<file path="config.mk">
export PLATFORM = sky130hd
export DESIGN_NAME = opcode_sequencer
export DESIGN_NICKNAME = d
export VERILOG_FILES = /design/src/rtl/opcode_sequencer.sv
export SDC_FILE = /design/constraint.sdc
export NUM_CORES = 1
export LEC_CHECK = 0
export ABC_AREA = 1
export ABC_CLOCK_PERIOD_IN_PS = 2350
export BUFFER_PORTS_ARGS = -buffer_cell sky130_fd_sc_hd__buf_2
export CAP_MARGIN = 15
export CORE_ASPECT_RATIO = 0.7
export CORE_MARGIN = 3
export CORE_UTILIZATION = 50
export DETAILED_ROUTE_END_ITERATION = 10
export MAX_ROUTING_LAYER = met4
export PLACE_DENSITY = 0.85
export SLEW_MARGIN = 10
export SYNTH_ARGS = -nofsm -noshare
export SYNTH_HDL_FRONTEND = slang
export SYNTH_SLANG_ARGS = --single-unit
</file>
<file path="constraint.sdc">
create_clock -name clk -period 2.35 [get_ports clk]
set_input_delay 0.1175 -clock clk [delete_from_list [all_inputs] [get_ports clk]]
set_output_delay 0.1175 -clock clk [all_outputs]
set_load 0.01 [all_outputs]
</file>
<file path="src/rtl/opcode_sequencer.sv">
// Opcode sequencer: registers fetched opcodes, expands CALL/RET/RTI into
// two-part ops and injects a two-part interrupt sequence.
module opcode_sequencer (
  input  logic        clk,
  input  logic        rst,
  input  logic [15:0] instr_in,
  input  logic        instr_valid,
  input  logic        stall,
  input  logic        flush,
  input  logic        int_req,
  output logic [4:0]  opCode,
  output logic [15:0] instr_out,
  output logic        valid_out,
  output logic        pc_hold,
  output logic        busy
);

  typedef enum logic [2:0] {
    PASS  = 3'd0,
    CALL2 = 3'd1,
    RET2  = 3'd2,
    RTI2  = 3'd3,
    INT2  = 3'd4
  } state_t;

  localparam logic [4:0] OP_NOP   = 5'b00000;
  localparam logic [4:0] OP_CALL  = 5'b11000;
  localparam logic [4:0] OP_CALLB = 5'b11001;
  localparam logic [4:0] OP_RET   = 5'b11010;
  localparam logic [4:0] OP_RETB  = 5'b11011;
  localparam logic [4:0] OP_RTI   = 5'b11100;
  localparam logic [4:0] OP_RTIB  = 5'b11101;
  localparam logic [4:0] OP_INTA  = 5'b11110;
  localparam logic [4:0] OP_INTB  = 5'b11111;

  state_t     state;
  logic       int_pending;
  logic [4:0] op_in;
  logic       internal_op;

  assign op_in = instr_in[15:11];

  // Second-part and interrupt opcodes must never come from fetch.
  assign internal_op = (op_in == OP_CALLB) || (op_in == OP_RETB) ||
                       (op_in == OP_RTIB)  || (op_in == OP_INTA) ||
                       (op_in == OP_INTB);

  // Fetch is held while a second part or an interrupt is pending.
  assign busy    = (state != PASS);
  assign pc_hold = busy || int_pending || stall;

  // Sequencer state, registered outputs and interrupt latch.
  always_ff @(posedge clk) begin
    if (rst) begin
      state       <= PASS;
      opCode      <= OP_NOP;
      instr_out   <= 16'h0000;
      valid_out   <= 1'b0;
      int_pending <= 1'b0;
    end else begin
      if (flush) begin
        state     <= PASS;
        opCode    <= OP_NOP;
        instr_out <= 16'h0000;
        valid_out <= 1'b0;
      end else if (!stall) begin
        unique case (state)
          PASS: begin
            if (int_pending) begin
              opCode      <= OP_INTA;
              instr_out   <= 16'h0000;
              valid_out   <= 1'b1;
              state       <= INT2;
              int_pending <= 1'b0;
            end else if (instr_valid) begin
              instr_out <= instr_in;
              valid_out <= 1'b1;
              if (internal_op) begin
                opCode <= OP_NOP;
                state  <= PASS;
              end else begin
                opCode <= op_in;
                if (op_in == OP_CALL)
                  state <= CALL2;
                else if (op_in == OP_RET)
                  state <= RET2;
                else if (op_in == OP_RTI)
                  state <= RTI2;
                else
                  state <= PASS;
              end
            end else begin
              opCode    <= OP_NOP;
              valid_out <= 1'b0;
            end
          end
          CALL2: begin
            opCode    <= OP_CALLB;
            valid_out <= 1'b1;
            state     <= PASS;
          end
          RET2: begin
            opCode    <= OP_RETB;
            valid_out <= 1'b1;
            state     <= PASS;
          end
          RTI2: begin
            opCode    <= OP_RTIB;
            valid_out <= 1'b1;
            state     <= PASS;
          end
          INT2: begin
            opCode    <= OP_INTB;
            valid_out <= 1'b1;
            state     <= PASS;
          end
          default: begin
            state <= PASS;
          end
        endcase
      end
      // A request in the same cycle always wins over the clear above.
      if (int_req)
        int_pending <= 1'b1;
    end
  end

endmodule
</file>
==> results.cfg, run 1 <==
[synth]
async_reset_ff_share_pct = 0
synth_seq_cells = 26
yosysTopAreaCell = dfxtp_1
syn_inst = 171
yosysMostFrequentCell = nand2_1
synth.distinct_cells = 21
synth_enable_flop_cells = 0
syn_nets = 193
synth_ff_type = dfxtp_1
synth.avg_cell_area_um2 = 7.48
yosys_warnings = 0
seq_area_frac_synth_pct = 40.7
synthTopCellsByCount = nand2_1, dfxtp_1, inv_1
syn-cell-area_um2 = 1280
synth.top_cell.area_share_pct = 40.7
netlist_top_cells_area = dfxtp_1, nand2_1, o21ai_2

[timing]
fin_ws_ns = 0.658
rsz0062_at_grt = false
skew_ns = 0.00205
fin_crit_ns = 1.69
period_share_pct = 72.0
final_max_slew_viol_count = 0
fmax_mhz = 591
setup_violations = 0
worstMarginPinSlew_ns = 0.594
hold_viol = 0
finalSetupTns_ns = 0
relSlewSlack_pct = 60.2

[cts]
cts_sinks = 26
clockRootBuffer = clkbuf_4
insertion_delay_ns = 0.31
clock_path_buffers = 2
clk_pin_slew_ns = 0.13
h-tree-depth = 1
cts_buffers = 3
cts_tree = done
cts_setup_buffers = 0

[power]
peakVddDrop_mv = 0.262
p_per_area_nw_per_um2 = 555
p_leak_nw = 0.776

[detailed_routing]
routed_wl_um = 2710
drc = 0
firstDrtPassIters = 4
dr.first_iter.drc_count = 58
ant_nets = 0
wire_per_inst_um = 10.9
num_vias = 1196
vias_per_cell = 4.80

[layout]
antenna_cells = 0
final_cells = 249
drive_above_1_share_pct = 36.9
fin_nets = 240
fillers = 202
syn2layout_area_growth_pct = 21.5
final_cell_area_um2 = 1550
finish.utilization_pct = 68.2

[worst_setup_path]
regToRegSetupSlack_ns = 0.66
cp_max_fo = 18
critPathKind = register to register
r2r-start = state[2]
worstSetupEndpointType = register
crit_required_ns = 2.56
rr_worst_depth = 7
reg2reg_to = instr_out[4]
crit_path_start_kind = register
worstPathArrival_ns = 1.90

[worst_hold_path]
min_path_type = primary input to register
whs_path_depth = 3
min_to = int_pending
worstHoldStart = int_req

[global_routing]
grt_pass1_wl_um = 4590
overflow = 0
grt_max_degree = 20
grt_pass1_vias = 1010
grt_antenna_before_repair = 0
track_usage_pct = 18.3

[run_status]
status = finished clean

[placed_design]
dpl-instance-area_um2 = 1510
pre_cts_slack_ns = 0.660
port_buffers = 45
dp.cells = 244
hpwl_um = 2140
gp_congestion = 0.869

[die]
die_x_um = 66.4
fp.dieH_um = 48.3
initial_core_util_pct = 56.2
io_pins = 46
dieArea_um2 = 3210
core_area_um2 = 2280
rows = 14

[run]
drv_cap = 0
## stage by stage
stage,power [W],hold WS [ns]
after floorplan,0.000603,0.187
after global placement,0.000651,0.325
after detailed placement,0.000654,0.326
after CTS,0.000869,0.0180
after global routing,0.000911,0.0202
final,0.000862,0.0279
## layer usage
layer	up-vias	track usage, %	part of all wire (%)
li1	639	-	-
met1	516	25.9	49
met2	37	25.5	44
met3	4	5.79	6.2
met4	0	3.72	0.74
met5	-	-	0
## sequential cells by signal (all words and copies together), names as in the netlist
signal       cells
int_pending      1
state            3
opCode           5
instr_out       16
valid_out        1
## how the worst max path moves through the flow
stage / startpoint / endpoint / slack, ns / cells after the start
2_1_floorplan: state[2] / instr_out[5] / 1.18 / 7
3_3_place_gp: state[2] / instr_out[2] / 0.69 / 7
3_5_place_dp: state[2] / instr_out[4] / 0.66 / 7
4_1_cts: state[2] / instr_out[4] / 0.64 / 7
5_1_grt: state[2] / instr_out[2] / 0.53 / 7
6_report: state[2] / instr_out[4] / 0.66 / 7
## repair_timing
action	CTS	global route
gates resized for setup	0	0
endpoints found under the setup margin	0	0
endpoints found under the hold margin	1	0
hold buffers	1	0
## critical path, cell delays in order (launching register included)
cell	delay, ns
dfxtp_1	0.39
nor2_4	0.17
nand2_4	0.08
a21oi_4	0.41
buf_4	0.32
nand2_1	0.09
o21ai_2	0.07
nor2_2	0.04
## logic make-up after synthesis
logic type | share of synthesized area, %
compound gates | 21.7
buf+inv | 8.71
flops | 40.7
simple gates | 28.9
## power breakdown
group	switching [W]	internal (W)
registers	0.0000121	0.000459
clock network	0.000122	0.0000947
logic	0.000105	0.0000693
total	0.000239	0.000623
## layout make-up
type                       count  area, µm²  share of cell area, %
timing repair buffer          48        250                   16.1
inverter                      16       60.1                   3.86
multi-input combinational    123        647                   41.6
sequential                    26        520                   33.5
clock buffer                   4       36.3                   2.33
tap                           32       40.0                   2.58
## placed cells by master, fill, tap and decap left out
| cell type | Yosys | final |
|---|---|---|
| nand2_1 | 51 | 51 |
| buf_2 | 2 | 45 |
| dfxtp_1 | 26 | 26 |
| inv_1 | 15 | 15 |
| o21ai_2 | 14 | 14 |
| nor2_1 | 12 | 12 |
| a21oi_1 | 11 | 11 |
| nor2_2 | 9 | 9 |
| o21ai_0 | 9 | 9 |
| nand3_1 | 5 | 5 |
| nor2_4 | 3 | 3 |
| o21ai_1 | 3 | 3 |
| clkbuf_4 | 0 | 3 |
| buf_4 | 1 | 2 |
| nand2_4 | 1 | 1 |
| clkinv_1 | 1 | 1 |
| a21oi_4 | 1 | 1 |
| nand4_1 | 1 | 1 |
| a211oi_1 | 1 | 1 |
| o21a_1 | 1 | 1 |
| a21oi_2 | 1 | 1 |
| clkbuf_8 | 0 | 1 |
| dlygate4sd3_1 | 0 | 1 |
Power figures use the tool's default switching activity.
==> run 2: changes to the inputs <==
Settings changed: ABC_CLOCK_PERIOD_IN_PS 2350 to 1700, CORE_UTILIZATION 50 to 48, PLACE_DENSITY 0.85 to 0.83.
Clock period 2.35 ns to 1.7 ns, I/O delays scaled along.
==> run 2 against run 1 <==
Net effect: sequential power up 38%; critical path depth shrank 2; setup slack lost 0.43 ns; power up 44%; design area increased by 0.64%; clock power rose by 58%; sequential cell count unchanged; clock skew grew 0.0041 ns; clock-buffer cell count down 1; register-to-register slack got worse by 0.35 ns; largest cell class unchanged.
==> results.cfg, run 2 (synthesis gave the netlist of run 1 again) <==
[layout]
fillers = 194
drive_above_1_share_pct = 37.3
multi_input_area_um2 = 647
fin_nets = 241
antenna_cells = 0
top_regs = instr_out (16), opCode (5), state (3)
layout_commonest_cell = nand2_1
syn2layout_area_growth_pct = 22.3
final_cell_mix = nand2_1, buf_2, dfxtp_1
regArea_um2 = 520
largest_reg_flops = 16
regMostFlops = instr_out

[worst_setup_path]
cp_max_fo = 6
worstSetupEndpointType = primary output
crit_path_start_kind = register
critPathKind = register to primary output
cp_cell_sequence = nor2_4 > nand2_4 > nor2_1 > inv_1 > buf_2
worstPathArrival_ns = 1.38
crit_start = state[2]
crit_required_ns = 1.62
slowest_delay_ns = 0.38
r2r-start = state[2]
cpMaxStageDelayCell = dfxtp_1

[global_routing]
track_usage_pct = 22.1
grt_pass1_vias = 1179
grt_max_degree = 21
overflow = 0
grt_pass1_wl_um = 5430
grt_antenna_before_repair = 0

[detailed_routing]
drc = 0
num_vias = 1239
vias_per_cell = 4.98
firstDrtPassIters = 4
wire_per_inst_um = 12.8
ant_nets = 0
routed_wl_um = 3180
dr.first_iter.drc_count = 63

[timing]
hold_viol = 0
period_share_pct = 86.4
final_max_slew_viol_count = 0
whs_ns = 0.0234
fin_ws_ns = 0.232
worstMarginPinSlew_ns = 0.393
relSlewSlack_pct = 73.8
skew_ns = 0.00615
rsz0062_at_grt = false
finalSetupTns_ns = 0
fin_crit_ns = 1.47
fmax_mhz = 681
setup_violations = 0

[worst_hold_path]
worstHoldStart = rst
min_path_type = primary input to register

[cts]
cts_sinks = 26
cts_hold_buf = 0
cts_tree = done
clock_path_buffers = 2
cts_setup_buffers = 0
clk_pin_slew_ns = 0.08
cts_resized = 0
clockRootBuffer = clkbuf_8
h-tree-depth = 1
cts_buffers = 3
insertion_delay_ns = 0.27

[placed_design]
pre_cts_slack_ns = 0.319
hpwl_um = 2540
gp_congestion = 0.915
port_buffers = 45

[run]
drv_cap = 0

[die]
dieArea_um2 = 3330
rows = 14
fp.dieH_um = 49.2
die_x_um = 67.7
core_area_um2 = 2330
io_pins = 46
initial_core_util_pct = 54.9

[power]
p_per_area_nw_per_um2 = 795
peakVddDrop_mv = 0.507
p_leak_nw = 0.782
finalPower_w = 0.00124

[run_status]
status = finished clean
==> run 2: report_power, final <==
group	switching, W	internal, W
combinational	0.000152	0.0000979
clock	0.000183	0.000159
sequential	0.0000180	0.000634
total	0.000353	0.000891
==> run 2: worst max-delay path, delay by kind of cell, from the launching register on <==
kind          cells  cell delay [ns]
buf+inv           2             0.20
flops             1             0.38
simple gates      3             0.52
==> run 2: area by class of cell <==
class | count | share of cell area (%)
inverter | 16 | 3.84
tap | 32 | 2.56
clock buffer | 3 | 2.64
timing repair buffer | 49 | 16.3
sequential | 26 | 33.3
multi-input combinational | 123 | 41.4
==> run 2: routing by layer <==
metal	routed length, µm	GRT usage (%)	up-vias
li1	-	-	636
met1	1420	28.0	550
met2	1480	33.6	48
met3	245	6.45	5
met4	33	6.40	0
met5	0	-	-
==> run 2: stage by stage <==
stage	std cells	cell area, µm²	util, %
after detailed placement	246	1520	65.4
final	249	1560	67.1
after floorplan	171	1280	-
after global routing	249	1560	67.1
after global placement	246	1520	65.4
after CTS	249	1560	67.1
==> run 2: worst paths after layout <==
kind / end / slack, ns / depth (start not counted)
worst max-delay path: pc_hold / 0.23 / 5
worst min-delay path: int_pending / 0.02 / 2
worst max register to register: instr_out[5] / 0.31 / 7
worst min register to register: instr_out[3] / 0.51 / 2
==> run 3: changes to the inputs <==
Settings changed: ABC_AREA 1 to not set, ABC_CLOCK_PERIOD_IN_PS 1700 to 1200, CORE_UTILIZATION 48 to 42, PLACE_DENSITY 0.83 to not set, PLACE_DENSITY_LB_ADDON set to 0.3.
Clock period 1.7 ns to 1.2 ns, I/O delays scaled along.
==> run 3 against run 2 <==
Net effect: the run now ends with setup timing left; synthesized cell count down 20%; cell count down 4.0%; clock skew down 0.0043 ns; critical path depth unchanged; combinational power up 40%; area after synthesis down 9.3%; sequential cell count unchanged; power up 45%; clock power up 64%; first-iteration DRC count up 84%; non-clock buffer count up 25; via count up 15%; largest cell class unchanged.
==> results.cfg, run 3 <==
[power]
p_sw_w = 0.000476
peakVddDrop_mv = 0.735
p_per_area_nw_per_um2 = 965
p_int_w = 0.00133
combPwrFrac_pct = 19.4
sw_frac_of_total_pct = 26.3
p_clk_share_pct = 31.1
p_leak_nw = 0.841
pwr-share-seq_pct = 49.5

[synth]
synth_enable_flop_cells = 0
synth.distinct_cells = 29
synth.avg_cell_area_um2 = 8.53
yosysTopAreaCell = dfxtp_1
yosysMostFrequentCell = dfxtp_1
netlist_top_cells_area = dfxtp_1, a21oi_1, o21ai_0
synth.top_cell.area_share_pct = 44.9
seq_area_frac_synth_pct = 44.9
synthTopCellsByCount = dfxtp_1, a21oi_1, o21ai_0
synth_ff_type = dfxtp_1
syn-cell-area_um2 = 1160
synth_seq_cells = 26
yosys_warnings = 0
syn_inst = 136
syn_nets = 158
async_reset_ff_share_pct = 0

[detailed_routing]
num_vias = 1431
routed_wl_um = 4080
ant_nets = 0
wire_per_inst_um = 17.1
dr.first_iter.drc_count = 116
drc = 0
vias_per_cell = 5.99
firstDrtPassIters = 4

[timing]
fin_crit_ns = 1.45
setup_violations = 28
fin_ws_ns = -0.246
fmax_mhz = 692
finalSetupTns_ns = -4.87
hold_viol = 0
rsz0062_at_grt = true
worstMarginPinSlew_ns = 0.431
final_max_slew_viol_count = 0
skew_ns = 0.00184
period_share_pct = 120
relSlewSlack_pct = 71.2

[cts]
cts_sinks = 26
clock_path_buffers = 2
insertion_delay_ns = 0.27
clockRootBuffer = clkbuf_8
cts_buffers = 3
cts_tree = done
clk_pin_slew_ns = 0.09
h-tree-depth = 1

[layout]
layout_commonest_cell = buf_2
largest_reg_flops = 16
finish.utilization_pct = 73.3
top_regs = instr_out (16), opCode (5), state (3)
syn2layout_area_growth_pct = 61.4
drive_above_1_share_pct = 53.2
fin_nets = 228
antenna_cells = 0
regMostFlops = instr_out
final_cell_mix = buf_2, dfxtp_1, buf_4

[worst_hold_path]
min_path_type = primary input to register
worstHoldStart = int_req

[worst_setup_path]
critPathKind = register to primary output
crit_start = state[0]
worstPathArrival_ns = 1.39
r2r-start = state[0]
worstSetupEndpointType = primary output
cp_max_fo = 4
crit_path_start_kind = register
crit_required_ns = 1.14

[placed_design]
port_buffers = 45
hpwl_um = 2420
gp_congestion = 0.873

[die]
rows = 15
io_pins = 46
die_x_um = 68.8
core_area_um2 = 2550
initial_core_util_pct = 45.4
dieArea_um2 = 3440
fp.dieH_um = 50.0

[run_status]
violations = setup timing
status = complete, but fails checks

[global_routing]
grt_max_degree = 21
overflow = 0
track_usage_pct = 22.2
grt_pass1_wl_um = 5730
grt_antenna_before_repair = 0
grt_pass1_vias = 1247

[run]
drv_cap = 0
[run 3: cells by family (layout without fill, tap and decap cells)]
logic type / Yosys count / in the layout / synth area share, %
buffers and inverters: 15 / 82 / 6.47
AND/OR/NAND/NOR: 38 / 40 / 18.2
flip-flops: 26 / 26 / 44.9
XOR/XNOR: 1 / 1 / 0.755
AO/OA/AOI/OAI: 56 / 56 / 29.7
[run 3: layer usage]
layer	vias up	GRT usage [%]	wire [µm]
met4	0	2.59	76
met5	-	-	0
li1	652	-	-
met2	72	37.7	2070
met3	11	5.01	329
met1	696	27.4	1610
[run 3: power by group through the flow]
stage | registers, W | clock network (W) | logic [W]
6_report | 0.000895 | 0.000562 | 0.000350
5_1_grt | 0.000898 | 0.000616 | 0.000373
4_1_cts | 0.000897 | 0.000570 | 0.000295
3_5_place_dp | 0.000915 | 0 | 0.000261
3_3_place_gp | 0.000914 | 0 | 0.000254
2_1_floorplan | 0.000921 | 0 | 0.000140
[run 3: stage by stage]
stage | area (µm²) | power [W] | cells | setup slack [ns] | hold WS [ns]
5_1_grt | 1870 | 0.00189 | 239 | -0.293 | 0.0190
3_3_place_gp | 1550 | 0.00117 | 223 | -0.186 | 0.240
4_1_cts | 1710 | 0.00176 | 233 | -0.214 | 0.0179
6_report | 1870 | 0.00181 | 239 | -0.246 | 0.0183
3_5_place_dp | 1550 | 0.00118 | 223 | -0.228 | 0.247
2_1_floorplan | 1200 | 0.00106 | 136 | -0.179 | 0.129
[run 3: worst paths after layout]
kind                   endpoint  slack [ns]  depth (start not counted)
hold reg to reg    instr_out[5]        0.47                          2
setup reg to reg  instr_out[10]       -0.22                          4
hold / removal      int_pending        0.02                          3
setup / recovery        pc_hold       -0.25                          5
[run 3: worst max-delay path, cell delays in order (launching register included)]
cell     delay (ns)
dfxtp_4        0.36
buf_6          0.11
buf_6          0.11
nor3_4         0.23
nand2_2        0.15
buf_6          0.15
[run 3: layout make-up]
type,instances,area (µm²)
multi-input combinational,97,728
fill,192,681
sequential,26,532
timing repair buffer,74,497
clock buffer,4,55.1
tap,34,42.5
inverter,4,17.5
[run 3: repair_timing]
item                                    CTS  global route
hold buffers                              1             0
hold endpoints to repair                  1             0
endpoints found under the setup margin   28            28
cloned                                    0             2
gates resized for setup                  22            26
pin swaps                                12             9
setup buffers                             5             4
